File: config.mk
export PLATFORM = sky130hd
export DESIGN_NAME = aqua_condition_encoder
export DESIGN_NICKNAME = d
export VERILOG_FILES = /design/src/rtl/aqua_condition_encoder_pkg.sv /design/src/rtl/aqua_condition_encoder_sev_classify.sv /design/src/rtl/aqua_condition_encoder.sv
export SDC_FILE = /design/constraint.sdc
export NUM_CORES = 1
export LEC_CHECK = 0
export BUFFER_PORTS_ARGS = -buffer_cell sky130_fd_sc_hd__buf_2
export CAP_MARGIN = 20
export CORE_AREA = 2 2 50 52
export CTS_CLUSTER_SIZE = 24
export DETAILED_ROUTE_END_ITERATION = 8
export DIE_AREA = 0 0 52 54
export PLACE_DENSITY = 0.86
export SYNTH_ARGS = -nofsm -noshare
export SYNTH_HDL_FRONTEND = slang
export SYNTH_SLANG_ARGS = --single-unit
File: constraint.sdc
create_clock -name clk -period 5.1 [get_ports clk]
set_clock_uncertainty 0.2 [all_clocks]
set_input_delay 1.02 -clock clk [delete_from_list [all_inputs] [get_ports clk]]
set_output_delay 1.02 -clock clk [all_outputs]
set_load 0.005 [all_outputs]
File: src/rtl/aqua_condition_encoder_pkg.sv
// Shared condition codes for the aquaculture controller (encoder and actuator FSM).
package aqua_condition_encoder_pkg;

  typedef enum logic [1:0] {
    COND_NORMAL   = 2'b00,
    COND_WARNING  = 2'b01,
    COND_CRITICAL = 2'b10
  } cond_e;

endpackage

File: src/rtl/aqua_condition_encoder_sev_classify.sv
// Combinational severity classifier for one DO/temperature sample.
// MARGIN widens every threshold toward the safe side for hysteretic clearing.
module aqua_condition_encoder_sev_classify
  import aqua_condition_encoder_pkg::*;
#(
  parameter int W         = 8,
  parameter int DO_WARN   = 60,
  parameter int DO_CRIT   = 40,
  parameter int TEMP_WARN = 30,
  parameter int TEMP_CRIT = 34,
  parameter int MARGIN    = 0
) (
  input  logic [W-1:0] do_level,
  input  logic [W-1:0] temp,
  output cond_e        sev
);

  // Thresholds live in W+1 bits so DO + margin cannot wrap.
  localparam logic [W:0] DO_WARN_THR   = (W+1)'(DO_WARN + MARGIN);
  localparam logic [W:0] DO_CRIT_THR   = (W+1)'(DO_CRIT + MARGIN);
  localparam logic [W:0] TEMP_WARN_THR = (W+1)'(TEMP_WARN - MARGIN);
  localparam logic [W:0] TEMP_CRIT_THR = (W+1)'(TEMP_CRIT - MARGIN);

  logic [W:0] do_ext;
  logic [W:0] temp_ext;

  assign do_ext   = {1'b0, do_level};
  assign temp_ext = {1'b0, temp};

  always_comb begin
    sev = COND_NORMAL;
    if (do_ext < DO_CRIT_THR || temp_ext >= TEMP_CRIT_THR) begin
      sev = COND_CRITICAL;
    end else if (do_ext < DO_WARN_THR || temp_ext >= TEMP_WARN_THR) begin
      sev = COND_WARNING;
    end
  end

endmodule

File: src/rtl/aqua_condition_encoder.sv
// Filters per-sample severity with persistence counts and hysteresis into the
// 2-bit condition code; a watchdog forces CRITICAL when samples stop.
module aqua_condition_encoder
  import aqua_condition_encoder_pkg::*;
#(
  parameter int W           = 8,
  parameter int DO_WARN     = 60,
  parameter int DO_CRIT     = 40,
  parameter int TEMP_WARN   = 30,
  parameter int TEMP_CRIT   = 34,
  parameter int HYST        = 2,
  parameter int ESC_CNT     = 3,
  parameter int DEESC_CNT   = 4,
  parameter int TIMEOUT_CYC = 1000
) (
  input  logic         clk,
  input  logic         rst,
  input  logic         sample_valid,
  input  logic [W-1:0] do_level,
  input  logic [W-1:0] temp,
  output logic         I1,
  output logic         I0,
  output logic         cond_valid,
  output logic         cond_changed,
  output logic         stale
);

  localparam int UP_W = (ESC_CNT   < 2) ? 1 : $clog2(ESC_CNT + 1);
  localparam int DN_W = (DEESC_CNT < 2) ? 1 : $clog2(DEESC_CNT + 1);
  localparam int WD_W = $clog2(TIMEOUT_CYC);

  localparam logic [UP_W:0]   ESC_LIM   = (UP_W+1)'(ESC_CNT);
  localparam logic [DN_W:0]   DEESC_LIM = (DN_W+1)'(DEESC_CNT);
  localparam logic [WD_W-1:0] WD_LAST   = WD_W'(TIMEOUT_CYC - 1);

  cond_e raw_sev;
  cond_e clr_sev;

  cond_e           state, state_n;
  logic [UP_W-1:0] up_cnt, up_n;
  logic [DN_W-1:0] dn_cnt, dn_n;
  logic [WD_W-1:0] wd, wd_n;
  logic            stale_n, valid_n, changed_n;
  logic [UP_W:0]   up_inc;
  logic [DN_W:0]   dn_inc;

  aqua_condition_encoder_sev_classify #(
    .W(W), .DO_WARN(DO_WARN), .DO_CRIT(DO_CRIT),
    .TEMP_WARN(TEMP_WARN), .TEMP_CRIT(TEMP_CRIT), .MARGIN(0)
  ) u_raw (
    .do_level(do_level),
    .temp    (temp),
    .sev     (raw_sev)
  );

  aqua_condition_encoder_sev_classify #(
    .W(W), .DO_WARN(DO_WARN), .DO_CRIT(DO_CRIT),
    .TEMP_WARN(TEMP_WARN), .TEMP_CRIT(TEMP_CRIT), .MARGIN(HYST)
  ) u_clr (
    .do_level(do_level),
    .temp    (temp),
    .sev     (clr_sev)
  );

  assign up_inc = {1'b0, up_cnt} + (UP_W+1)'(1);
  assign dn_inc = {1'b0, dn_cnt} + (DN_W+1)'(1);

  always_comb begin
    state_n   = state;
    up_n      = up_cnt;
    dn_n      = dn_cnt;
    wd_n      = wd;
    stale_n   = stale;
    valid_n   = 1'b0;
    if (sample_valid) begin
      // A sample always beats a watchdog expiry in the same cycle.
      wd_n    = '0;
      stale_n = 1'b0;
      valid_n = 1'b1;
      if (raw_sev > state) begin
        dn_n = '0;
        if (up_inc >= ESC_LIM) begin
          state_n = raw_sev;
          up_n    = '0;
        end else begin
          up_n = up_inc[UP_W-1:0];
        end
      end else if (clr_sev < state) begin
        up_n = '0;
        if (dn_inc >= DEESC_LIM) begin
          state_n = (state == COND_CRITICAL) ? COND_WARNING : COND_NORMAL;
          dn_n    = '0;
        end else begin
          dn_n = dn_inc[DN_W-1:0];
        end
      end else begin
        up_n = '0;
        dn_n = '0;
      end
    end else if (wd == WD_LAST) begin
      state_n = COND_CRITICAL;
      stale_n = 1'b1;
      valid_n = 1'b1;
      up_n    = '0;
      dn_n    = '0;
      wd_n    = '0;
    end else begin
      wd_n = wd + WD_W'(1);
    end
    changed_n = valid_n && (state_n != state);
  end

  always_ff @(posedge clk) begin
    if (rst) begin
      state        <= COND_NORMAL;
      up_cnt       <= '0;
      dn_cnt       <= '0;
      wd           <= '0;
      stale        <= 1'b0;
      cond_valid   <= 1'b0;
      cond_changed <= 1'b0;
    end else begin
      state        <= state_n;
      up_cnt       <= up_n;
      dn_cnt       <= dn_n;
      wd           <= wd_n;
      stale        <= stale_n;
      cond_valid   <= valid_n;
      cond_changed <= changed_n;
    end
  end

  assign I1 = state[1];
  assign I0 = state[0];

endmodule

# Yosys cells after proc, flatten, opt, wreduce, memory -nomap -nowiden
# Index checks and enable logic that the tools add are counted.
[classes]
addsub = 3
order_cmp = 12
reduce_logical = 8
n_mux = 22
n_eq_ne = 3
[op_table]
columns = ["operator", "n"]
rows = [
  ["$lt A8 B6 Y1 const B", 4],
  ["$mux W2", 12],
  ["$ge A8 B5 Y1 const B", 2],
  ["$ge A8 B6 Y1 const B", 2],
  ["$mux W3", 5],
  ["$add A10 B1 Y10 const B", 1],
  ["$eq A10 B10 Y1 const B", 1],
  ["$mux W1", 5],
  ["$add A3 B1 Y4 const B", 1],
  ["$ge A4 B3 Y1 const B", 1],
  ["$logic_or A1 B1 Y1", 4],
  ["$add A2 B1 Y3 const B", 1],
  ["$ge A3 B2 Y1 const B", 1],
  ["$reduce_or A3 Y1", 1],
  ["$eq A2 B2 Y1 const B", 1],
  ["$gt A2 B2 Y1", 1],
  ["$lt A2 B2 Y1", 1],
  ["$ne A2 B2 Y1", 1],
  ["$reduce_bool A2 Y1", 1],
  ["$reduce_or A2 Y1", 1],
  ["$logic_and A1 B1 Y1", 1],
]
[totals]
elab_cells = 55
in_bits = 19
register_bits = 20
out_inout_bits = 5

# Longest topological paths before layout
# Gate-level depths: netlist of run 1.
[logic_depth]
ltp_word = 10
mapped_depth = 11
ltp_nobuf = 11

# Cells and area by module
# Synthesis of run 1 repeated with hierarchy kept, for this count alone.
[hier_totals]
hier_cells = 123
hier_area_um2 = 1118.6
[modules_own_cells]
columns = ["module", "cells_per_inst", "area_each_um2", "n_inst"]
rows = [
  ["aqua_condition_encoder", 109, 1012.2, 1],
  ["aqua_condition_encoder_sev_classify (u_raw)", 8, 58.8, 1],
  ["aqua_condition_encoder_sev_classify (u_clr)", 6, 47.5, 1],
]

# Worst setup path after synthesis of run 1
# OpenSTA, ideal clock, no wires.
[synth_path]
kind = "input port to flip-flop"
startpoint = "input do_level[4]"
endpoint = "register cond_changed"
required_time_ns = 4.781
cell_stages = 11
t_arrival_ns = 2.928
setup_time_ns = 0.119
slack_ns = 1.853
path_cell_list = "o21ai_1 a211o_1 nand2b_4 nand2b_1 ha_1 nand2_1 o21a_1 nand3_1 o221ai_2 mux2i_1 a21boi_1"
[synth_via]
elab_chain_len = 10
[synth_rtl]
columns = ["element", "line", "source"]
rows = [
  ["start: declaration", "aqua_condition_encoder.sv:19", "input logic [W-1:0] do_level,"],
  ["$lt A8 B6 Y1", "aqua_condition_encoder_sev_classify.sv:34", "end else if (do_ext < DO_WARN_THR || temp_ext >= TEMP_WARN_THR) begin"],
  ["$logic_or A1 B1 Y1", "aqua_condition_encoder_sev_classify.sv:34", ""],
  ["$mux W1", "aqua_condition_encoder_sev_classify.sv:34", ""],
  ["$mux W2", "aqua_condition_encoder_sev_classify.sv:32", "if (do_ext < DO_CRIT_THR || temp_ext >= TEMP_CRIT_THR) begin"],
  ["$lt A2 B2 Y1", "aqua_condition_encoder.sv:88", "end else if (clr_sev < state) begin"],
  ["$mux W2", "aqua_condition_encoder.sv:88", ""],
  ["$mux W2 (*)", "aqua_condition_encoder.sv:80", "if (raw_sev > state) begin"],
  ["$mux W2 (*)", "aqua_condition_encoder.sv:75", "if (sample_valid) begin"],
  ["$ne A2 B2 Y1 (*)", "aqua_condition_encoder.sv:110", "changed_n = valid_n && (state_n != state);"],
  ["$logic_and A1 B1 Y1 (*)", "aqua_condition_encoder.sv:110", ""],
  ["end signal: assignment", "aqua_condition_encoder.sv:129", "cond_changed <= changed_n;"],
  ["end: declaration", "aqua_condition_encoder.sv:24", "output logic cond_changed,"],
]
# Every way passes the cells marked *; elsewhere a longest branch is shown, timed or not.
# A chain may end at the register's enable or synchronous reset.

# Final worst setup path of run 1
# Same ends and word-level chain as after synthesis.

==> results of run 1 <==
-- critical path: stages --
cell and delay [ps]:
buf_2 100, o21ai_1 70, a211o_1 360, nand2b_4 190
nand2b_1 180, ha_1 190, nor2b_1 190, o21a_1 250
nand3_1 180, o221ai_2 260, mux2i_1 240, a21boi_1 110
-- synthesized netlist by cell type (2+ instances only) --
library cell   n
mux2i_1        3
o21a_1         2
a21oi_1        7
a21boi_1       2
and2_1         2
nand4_1        5
xor2_1         5
a211oi_2       2
nand2_1        6
nor3_1         7
nand2b_1       4
o21ai_1        3
ha_1           5
clkbuf_1       3
xnor2_1        3
dfxtp_1       20
nor2_1        24
nand3_1       10
inv_1          2
-- through the flow --
stage / std cells / setup WS, ps / utilization (%) / instance area (um^2)
global placement: 184 / 1560 / 56.26 / 1305
floorplan: 137 / 1853 / - / 1179
CTS: 188 / 1755 / 58.52 / 1358
finish: 188 / 1766 / 58.52 / 1358
detailed placement: 184 / 1479 / 56.26 / 1305
global route: 188 / 1595 / 58.52 / 1358
-- per-layer routing --
metal | vias up | part of all wire, %
met2 | 43 | 52
met4 | 0 | 1.5
met3 | 5 | 5.6
li1 | 538 | -
met1 | 513 | 41
met5 | - | 0
-- cell families after synthesis --
family          synth area share, %
compound gates                20.06
xor+xnor                      5.945
buf+inv                       2.017
fa+ha+maj                     5.308
mux                           3.503
flops                         33.97
simple gates                  29.19
-- report_power, final --
part	leakage (nW)	switching (W)	internal, W
clock network	0.0279	0.0000469	0.0000795
logic	0.322	0.0000237	0.0000169
registers	0.162	0.00000209	0.000159
-- registers in the layout, indices dropped and copies added (netlist names) --
signal        flops
wd               10
dn_cnt            3
state             2
up_cnt            2
cond_changed      1
cond_valid        1
stale             1
-- worst paths after layout --
| check | to | slack [ps] | cells after the start | startpoint |
|---|---|---|---|---|
| max | cond_changed | 1770 | 12 | do_level[4] |
| min | wd[0] | 250 | 1 | wd[0] |
| max reg2reg | cond_changed | 2670 | 8 | state[1] |
| min reg2reg | wd[0] | 250 | 1 | wd[0] |
-- area by class of cell --
class | instances | share of cell area [%]
sequential | 20 | 29.49
clock buffer | 3 | 1.659
clock inverter | 1 | 2.212
timing repair buffer | 21 | 7.742
tap | 30 | 2.765
inverter | 2 | 0.5530
multi-input combinational | 111 | 55.58
==> flow_summary.json, run 1 <==
{
  "synth_area_leaders": "dfxtp_1 34%, nor2_1 7.6%, ha_1 5.3%, nand3_1 4.2%, xor2_1 3.7%",
  "die_width_um": 52,
  "yosysSeqAreaShare_pct": 33.97,
  "startpoint_type": "input port",
  "synth.top_cell.area_share_pct": 33.97,
  "grt_busiest_layer": "met2",
  "worstPathMaxFanout": 6,
  "regArea_um2": 400.4,
  "firstDrtPassIters": 5,
  "clock-sinks": 20,
  "syn_area_um2": 1179,
  "nets": 183,
  "numCtsBuffers": 3,
  "drive_gt1_share_pct": 22.78,
  "ant_nets": 0,
  "end_kind": "flop",
  "start_util_pct": 50.81,
  "ios": 24,
  "post_cts_buffers": 0,
  "hold_path_class": "reg2reg",
  "ys_async_sr_fraction_pct": 0,
  "min_period_ps": 3334,
  "grt_usage_pct": 19.09,
  "final_common_cell": "nor2_1",
  "yosys_warnings": 0,
  "avgSynthCellArea_um2": 8.603,
  "drt-vias-per-instance": 5.846,
  "max_slew_margin_pct": 72.74,
  "drtIter0Drc": 27,
  "setup-violations-final": 0,
  "grt_start_max_net_pins": 16,
  "leakage_nw": 0.5121,
  "rows": 18,
  "die_y_um": 54,
  "synth_seq_cells": 20,
  "use_met1_pct": 20.40,
  "clk_path_buf_depth": 2,
  "arrival_ps": 3330,
  "grt.met2_usage_pct": 36.08,
  "syn_to_final_growth_pct": 15.18,
  "synth_edf_count": 0,
  "wl_um": 2411,
  "ys_types": 41,
  "maxCapViolCount": 0,
  "fin_tns_setup_ps": 0,
  "synth_largest_area_cell": "dfxtp_1",
  "fin_hold_ws_ps": 253.2,
  "cts_hold_buf": 0,
  "status": "finished, final reports clean",
  "gp_congestion": 0.8806,
  "hold_viol": 0,
  "synth_ff_type": "dfxtp_1",
  "fillers": 222,
  "critPathRequiredTime_ps": 5100,
  "power_w": 0.0003280,
  "ctsResizeCount": 0,
  "final_cell_mix": "24 x nor2_1, 21 x buf_2, 20 x dfxtp_1",
  "cts_tree": "built",
  "max-vdd-ir-drop_uv": 139.2,
  "insertion_delay_ps": 300,
  "synth_nets": 161,
  "power_density_nw_per_um2": 241.6,
  "via_count": 1099,
  "antennaDiodeCount": 0,
  "grtUsageMet3_pct": 3.611,
  "post_drt_wl_per_cell_um": 12.82,
  "rsz0062_at_grt": "no",
  "slew_violations": 0,
  "grt_antenna_before_repair": 0,
  "grt_pass1_vias": 1001,
  "drc": 0,
  "synth_cells": 137,
  "core_um2": 2320,
  "path_class": "in2reg",
  "clockRootBuffer": "clkbuf_4",
  "path_clk_slew_ps": 120,
  "io_buffers": 21,
  "finalCritPeriodShare_pct": 65.37,
  "place_hpwl_um": 1880,
  "die_area_um2": 2808,
  "tightest_slew_ps": 408.3,
  "grt_pass1_wl_um": 3988,
  "clock.fmax_ghz": 0.3000,
  "overflow": 0,
  "multi_input_area_um2": 754.5,
  "ctsHtreeMaxLevel": 1
}
No activity file was read; power rests on OpenSTA's default activity.
==> run 2, diff against run 1 <==
--- a/config.mk
+++ b/config.mk
@@ -7,11 +7,11 @@
 export LEC_CHECK = 0
 export BUFFER_PORTS_ARGS = -buffer_cell sky130_fd_sc_hd__buf_2
 export CAP_MARGIN = 20
-export CORE_AREA = 2 2 50 52
+export CORE_AREA = 2 2 51 53
 export CTS_CLUSTER_SIZE = 24
 export DETAILED_ROUTE_END_ITERATION = 8
-export DIE_AREA = 0 0 52 54
-export PLACE_DENSITY = 0.86
+export DIE_AREA = 0 0 53 55
+export PLACE_DENSITY = 0.83
 export SYNTH_ARGS = -nofsm -noshare
 export SYNTH_HDL_FRONTEND = slang
 export SYNTH_SLANG_ARGS = --single-unit
==> constraint.sdc (replaced) <==
create_clock -name clk -period 3.45 [get_ports clk]
set_clock_uncertainty 0.2 [all_clocks]
set_input_delay 0.69 -clock clk [delete_from_list [all_inputs] [get_ports clk]]
set_output_delay 0.69 -clock clk [all_outputs]
set_load 0.005 [all_outputs]
==> flow_summary.json, run 2 (synthesis results as in run 1) <==
{
  "setup-violations-final": 0,
  "ant_nets": 0,
  "pwr-share-clk_pct": 30.5,
  "cellInternalPower_w": 0.0003241,
  "post_drt_wl_per_cell_um": 11.93,
  "insertion_delay_ps": 290,
  "die_y_um": 55,
  "die_width_um": 53,
  "hold_path_class": "reg2reg",
  "power_switching_w": 0.0001038,
  "cts_tree": "built",
  "reg_top3": "wd (10), dn_cnt (3)",
  "post-route-util_pct": 56.72,
  "whs_path_depth": 1,
  "cts_hold_buf": 0,
  "path_class": "in2reg",
  "critPathRequiredTime_ps": 3450,
  "ctsResizeCount": 0,
  "post_cts_buffers": 0,
  "top_register": "wd",
  "grt_pass1_wl_um": 3864,
  "arrival_ps": 2940,
  "finalCritPeriodShare_pct": 85.33,
  "switching_share_pct": 24.27,
  "path_cells": "buf_2 -> o21ai_1 -> a211o_1 -> nand2b_4 -> nand2b_1 -> ha_1 -> nand2_1 -> o21a_1 -> nand3_1 -> o221ai_2 -> mux2i_1 -> a21boi_1",
  "min_period_ps": 2944,
  "cp_slowest_cell": "a211o_1",
  "hold_end": "wd[0]",
  "antennaDiodeCount": 0,
  "dpl_cell_area_um2": 1305,
  "timing.rr.start": "state[1]",
  "path_clk_slew_ps": 110,
  "start_util_pct": 49.84,
  "tightest_slew_ps": 410.3,
  "fin_hold_ws_ps": 254.6,
  "grt_pass1_vias": 946,
  "dp.cells": 184,
  "clk_path_buf_depth": 2,
  "fin_area_um2": 1341,
  "multi_input_area_um2": 754.5,
  "fillers": 220,
  "grt_usage_pct": 17.97,
  "slew_violations": 0,
  "io_buffers": 21,
  "hold_viol": 0,
  "max_slew_margin_pct": 72.61,
  "core_um2": 2365,
  "fin_tns_setup_ps": 0,
  "firstDrtPassIters": 4,
  "leakage_nw": 0.5051,
  "syn_to_final_growth_pct": 13.80,
  "ios": 24,
  "drive_gt1_share_pct": 22.78,
  "drt-vias-per-instance": 5.739,
  "fin_cells": 188,
  "power_frac_comb_pct": 13.9,
  "r2r_setup_slack_ps": 1120,
  "max-vdd-ir-drop_uv": 182.6,
  "gp_congestion": 0.8987,
  "die_area_um2": 2915,
  "final_cell_mix": "24 x nor2_1, 21 x buf_2, 20 x dfxtp_1",
  "reg2regPathDepth": 8,
  "overflow": 0,
  "status": "finished, final reports clean",
  "place_hpwl_um": 1777,
  "drtIter0Drc": 14,
  "startpoint_type": "input port",
  "rsz0062_at_grt": "no",
  "power.share.sequential_pct": 55.6,
  "drc": 0,
  "power_density_nw_per_um2": 319.0,
  "end_kind": "flop",
  "maxCapViolCount": 0,
  "regArea_um2": 400.4,
  "final_common_cell": "nor2_1",
  "grt_start_max_net_pins": 16,
  "via_count": 1079,
  "rows": 18,
  "critPathMaxStageDelay_ps": 370,
  "nets": 183,
  "grt_antenna_before_repair": 0,
  "clock.fmax_ghz": 0.3397,
  "numCtsBuffers": 3,
  "largest_reg_flops": 10,
  "clockRootBuffer": "clkbuf_4",
  "holdCritStartpoint": "wd[0]",
  "ctsHtreeMaxLevel": 1,
  "reg2reg_to": "cond_changed",
  "wl_um": 2242,
  "clock-sinks": 20,
  "worstPathMaxFanout": 6
}
-- run 2: worst max-delay path by stage --
| stage | end | start | slack (ps) | cells past startpoint |
|---|---|---|---|---|
| detailed placement | cond_changed | do_level[4] | 200 | 12 |
| global placement | cond_changed | do_level[4] | 230 | 12 |
| finish | cond_changed | do_level[4] | 510 | 12 |
| CTS | cond_changed | do_level[4] | 500 | 12 |
| floorplan | cond_changed | do_level[4] | 530 | 11 |
| global route | cond_changed | do_level[4] | 320 | 12 |
-- run 2: routing by layer --
layer / wire length, um / track usage (%) / share of wire, %
met4: 46 / 8.974 / 2.1
met3: 130 / 2.419 / 5.8
met5: 0 / 0 / 0
met1: 971 / 22.37 / 43
met2: 1095 / 30.63 / 49
-- run 2: final cells by class --
class | instances | area share (%)
sequential | 20 | 29.85
timing repair buffer | 21 | 7.836
inverter | 2 | 0.5597
clock buffer | 4 | 2.705
multi-input combinational | 111 | 56.25
tap | 30 | 2.798
-- run 2: metrics by stage --
| stage | worst slack [ps] | power, W |
|---|---|---|
| after CTS | 497.4 | 0.0004318 |
| after global placement | 234.2 | 0.0003000 |
| after floorplan | 533.3 | 0.0002828 |
| final | 506.2 | 0.0004279 |
| after detailed placement | 201.3 | 0.0003026 |
| after global routing | 324.5 | 0.0004509 |
-- run 2: power by group through the flow --
stage	registers, W	logic, W	clock network (W)
floorplan	0.000243	0.0000401	0
global placement	0.000243	0.0000571	0
detailed placement	0.000243	0.0000594	0
CTS	0.000238	0.0000598	0.000134
global route	0.000239	0.0000676	0.000145
finish	0.000238	0.0000596	0.000131
-- run 2: critical path: cells and delay by family --
family          cells  cell delay [ps]
compound gates      5             1000
mux                 1              220
fa+ha+maj           1              280
simple gates        4              650
buf+inv             1              100
==> run 3, diff against run 2 <==
--- a/config.mk
+++ b/config.mk
@@ -7,11 +7,11 @@
 export LEC_CHECK = 0
 export BUFFER_PORTS_ARGS = -buffer_cell sky130_fd_sc_hd__buf_2
 export CAP_MARGIN = 20
-export CORE_AREA = 2 2 51 53
+export CORE_AREA = 2 2 66 68
 export CTS_CLUSTER_SIZE = 24
 export DETAILED_ROUTE_END_ITERATION = 8
-export DIE_AREA = 0 0 53 55
-export PLACE_DENSITY = 0.83
+export DIE_AREA = 0 0 68 70
+export PLACE_DENSITY = 0.57
 export SYNTH_ARGS = -nofsm -noshare
 export SYNTH_HDL_FRONTEND = slang
 export SYNTH_SLANG_ARGS = --single-unit
==> flow_summary.json, run 3 (synthesis results as in run 1) <==
{
  "status": "finished, final reports clean",
  "ctsHtreeMaxLevel": 1,
  "rsz0062_at_grt": "no",
  "max_slew_margin_pct": 72.47,
  "startpoint_type": "input port",
  "clock-sinks": 20,
  "r2r_setup_slack_ps": 1200,
  "finalCritPeriodShare_pct": 84.49,
  "grt_antenna_before_repair": 0,
  "core_um2": 4144,
  "holdCritStartpoint": "wd[0]",
  "timing.rr.start": "state[1]",
  "path_clk_slew_ps": 70,
  "post_cts_buffers": 0,
  "hold_viol": 0,
  "top_register": "wd",
  "power_density_nw_per_um2": 339.9,
  "die_area_um2": 4760,
  "whs_path_depth": 1,
  "die_y_um": 70,
  "max-vdd-ir-drop_uv": 126.6,
  "post_drt_wl_per_cell_um": 10.68,
  "fin_hold_ws_ps": 252.6,
  "ant_nets": 0,
  "die_width_um": 68,
  "maxCapViolCount": 0,
  "reg_top3": "wd (10), dn_cnt (3)",
  "grt_start_max_net_pins": 16,
  "worstPathMaxFanout": 4,
  "ios": 24,
  "wl_um": 2264,
  "overflow": 0,
  "grt_pass1_vias": 1003,
  "setup-violations-final": 0,
  "rows": 24,
  "cts_hold_buf": 0,
  "start_util_pct": 28.44,
  "cts_tree": "built",
  "largest_reg_flops": 10,
  "nets": 185,
  "final_cell_mix": "24 x nor2_1, 21 x buf_2, 20 x dfxtp_1",
  "hold_path_class": "reg2reg",
  "final_common_cell": "nor2_1",
  "leakage_nw": 0.5225,
  "end_kind": "flop",
  "reg2reg_to": "cond_changed",
  "dp.cells": 208,
  "grt_usage_pct": 10.97,
  "gp_congestion": 0.7176,
  "arrival_ps": 2860,
  "firstDrtPassIters": 4,
  "ctsResizeCount": 0,
  "tightest_slew_ps": 412.4,
  "drc": 0,
  "drive_gt1_share_pct": 23.75,
  "critPathRequiredTime_ps": 3390,
  "clockRootBuffer": "clkbuf_8",
  "antennaDiodeCount": 0,
  "syn_to_final_growth_pct": 19.00,
  "numCtsBuffers": 3,
  "path_class": "in2reg",
  "slew_violations": 0,
  "place_hpwl_um": 1790,
  "grt_pass1_wl_um": 4167,
  "min_period_ps": 2915,
  "io_buffers": 21,
  "reg2regPathDepth": 8,
  "fin_tns_setup_ps": 0,
  "post-route-util_pct": 33.85,
  "clk_path_buf_depth": 2,
  "hold_end": "wd[0]",
  "insertion_delay_ps": 260,
  "drt-vias-per-instance": 4.759,
  "fin_cells": 212,
  "drtIter0Drc": 26,
  "clock.fmax_ghz": 0.3431,
  "fillers": 438,
  "via_count": 1009
}
run 3: cell count changes in the layout (fill, tap and decap cells not counted), sizes merged:
cell / before / now
buf: 21 / 23
run 3: worst max path at each step:
| stage | startpoint | depth (start not counted) | slack, ps | to |
|---|---|---|---|---|
| after detailed placement | do_level[4] | 12 | 260 | cond_changed |
| after global routing | do_level[4] | 12 | 340 | cond_changed |
| final | do_level[4] | 12 | 540 | cond_changed |
| after global placement | do_level[4] | 12 | 300 | cond_changed |
| after CTS | do_level[4] | 12 | 530 | cond_changed |
| after floorplan | do_level[4] | 11 | 530 | cond_changed |
run 3: metal layers:
metal	part of all wire, %	track usage (%)
met5	0	0
met1	49	13.76
met3	4.7	2.093
met2	44	17.58
met4	1.4	5.333
run 3: area by class of cell:
type	count	area, um^2	share of cell area, %
inverters	2	7.507	0.5352
clock buffers	4	55.05	3.925
flip-flops and latches	20	400.4	28.55
repair buffers	23	120.1	8.564
multi-input cells	111	754.5	53.79
well taps	52	65.06	4.639
run 3: where the power goes:
group | internal [W] | switching, W
sequential | 0.000235 | 0.00000300
combinational | 0.0000281 | 0.0000353
clock | 0.000101 | 0.0000740
run 3: per-stage QoR:
step,area [um^2],power [W],worst slack (ps)
2_1_floorplan,1179,0.0002828,533.3
3_3_place_gp,1348,0.0003066,296.0
3_5_place_dp,1348,0.0003075,259.6
4_1_cts,1403,0.0004861,525.9
5_1_grt,1403,0.0005001,339.3
6_report,1403,0.0004768,535.0
run 3: worst max-delay path, stage by stage:
cell and delay, ps:
buf_2 100, o21ai_1 70, a211o_1 360, nand2b_4 190, nand2b_1 180, ha_1 190, nor2b_1 180, o21a_1 180
nand3_1 160, o221ai_2 260, mux2i_1 220, a21boi_1 80
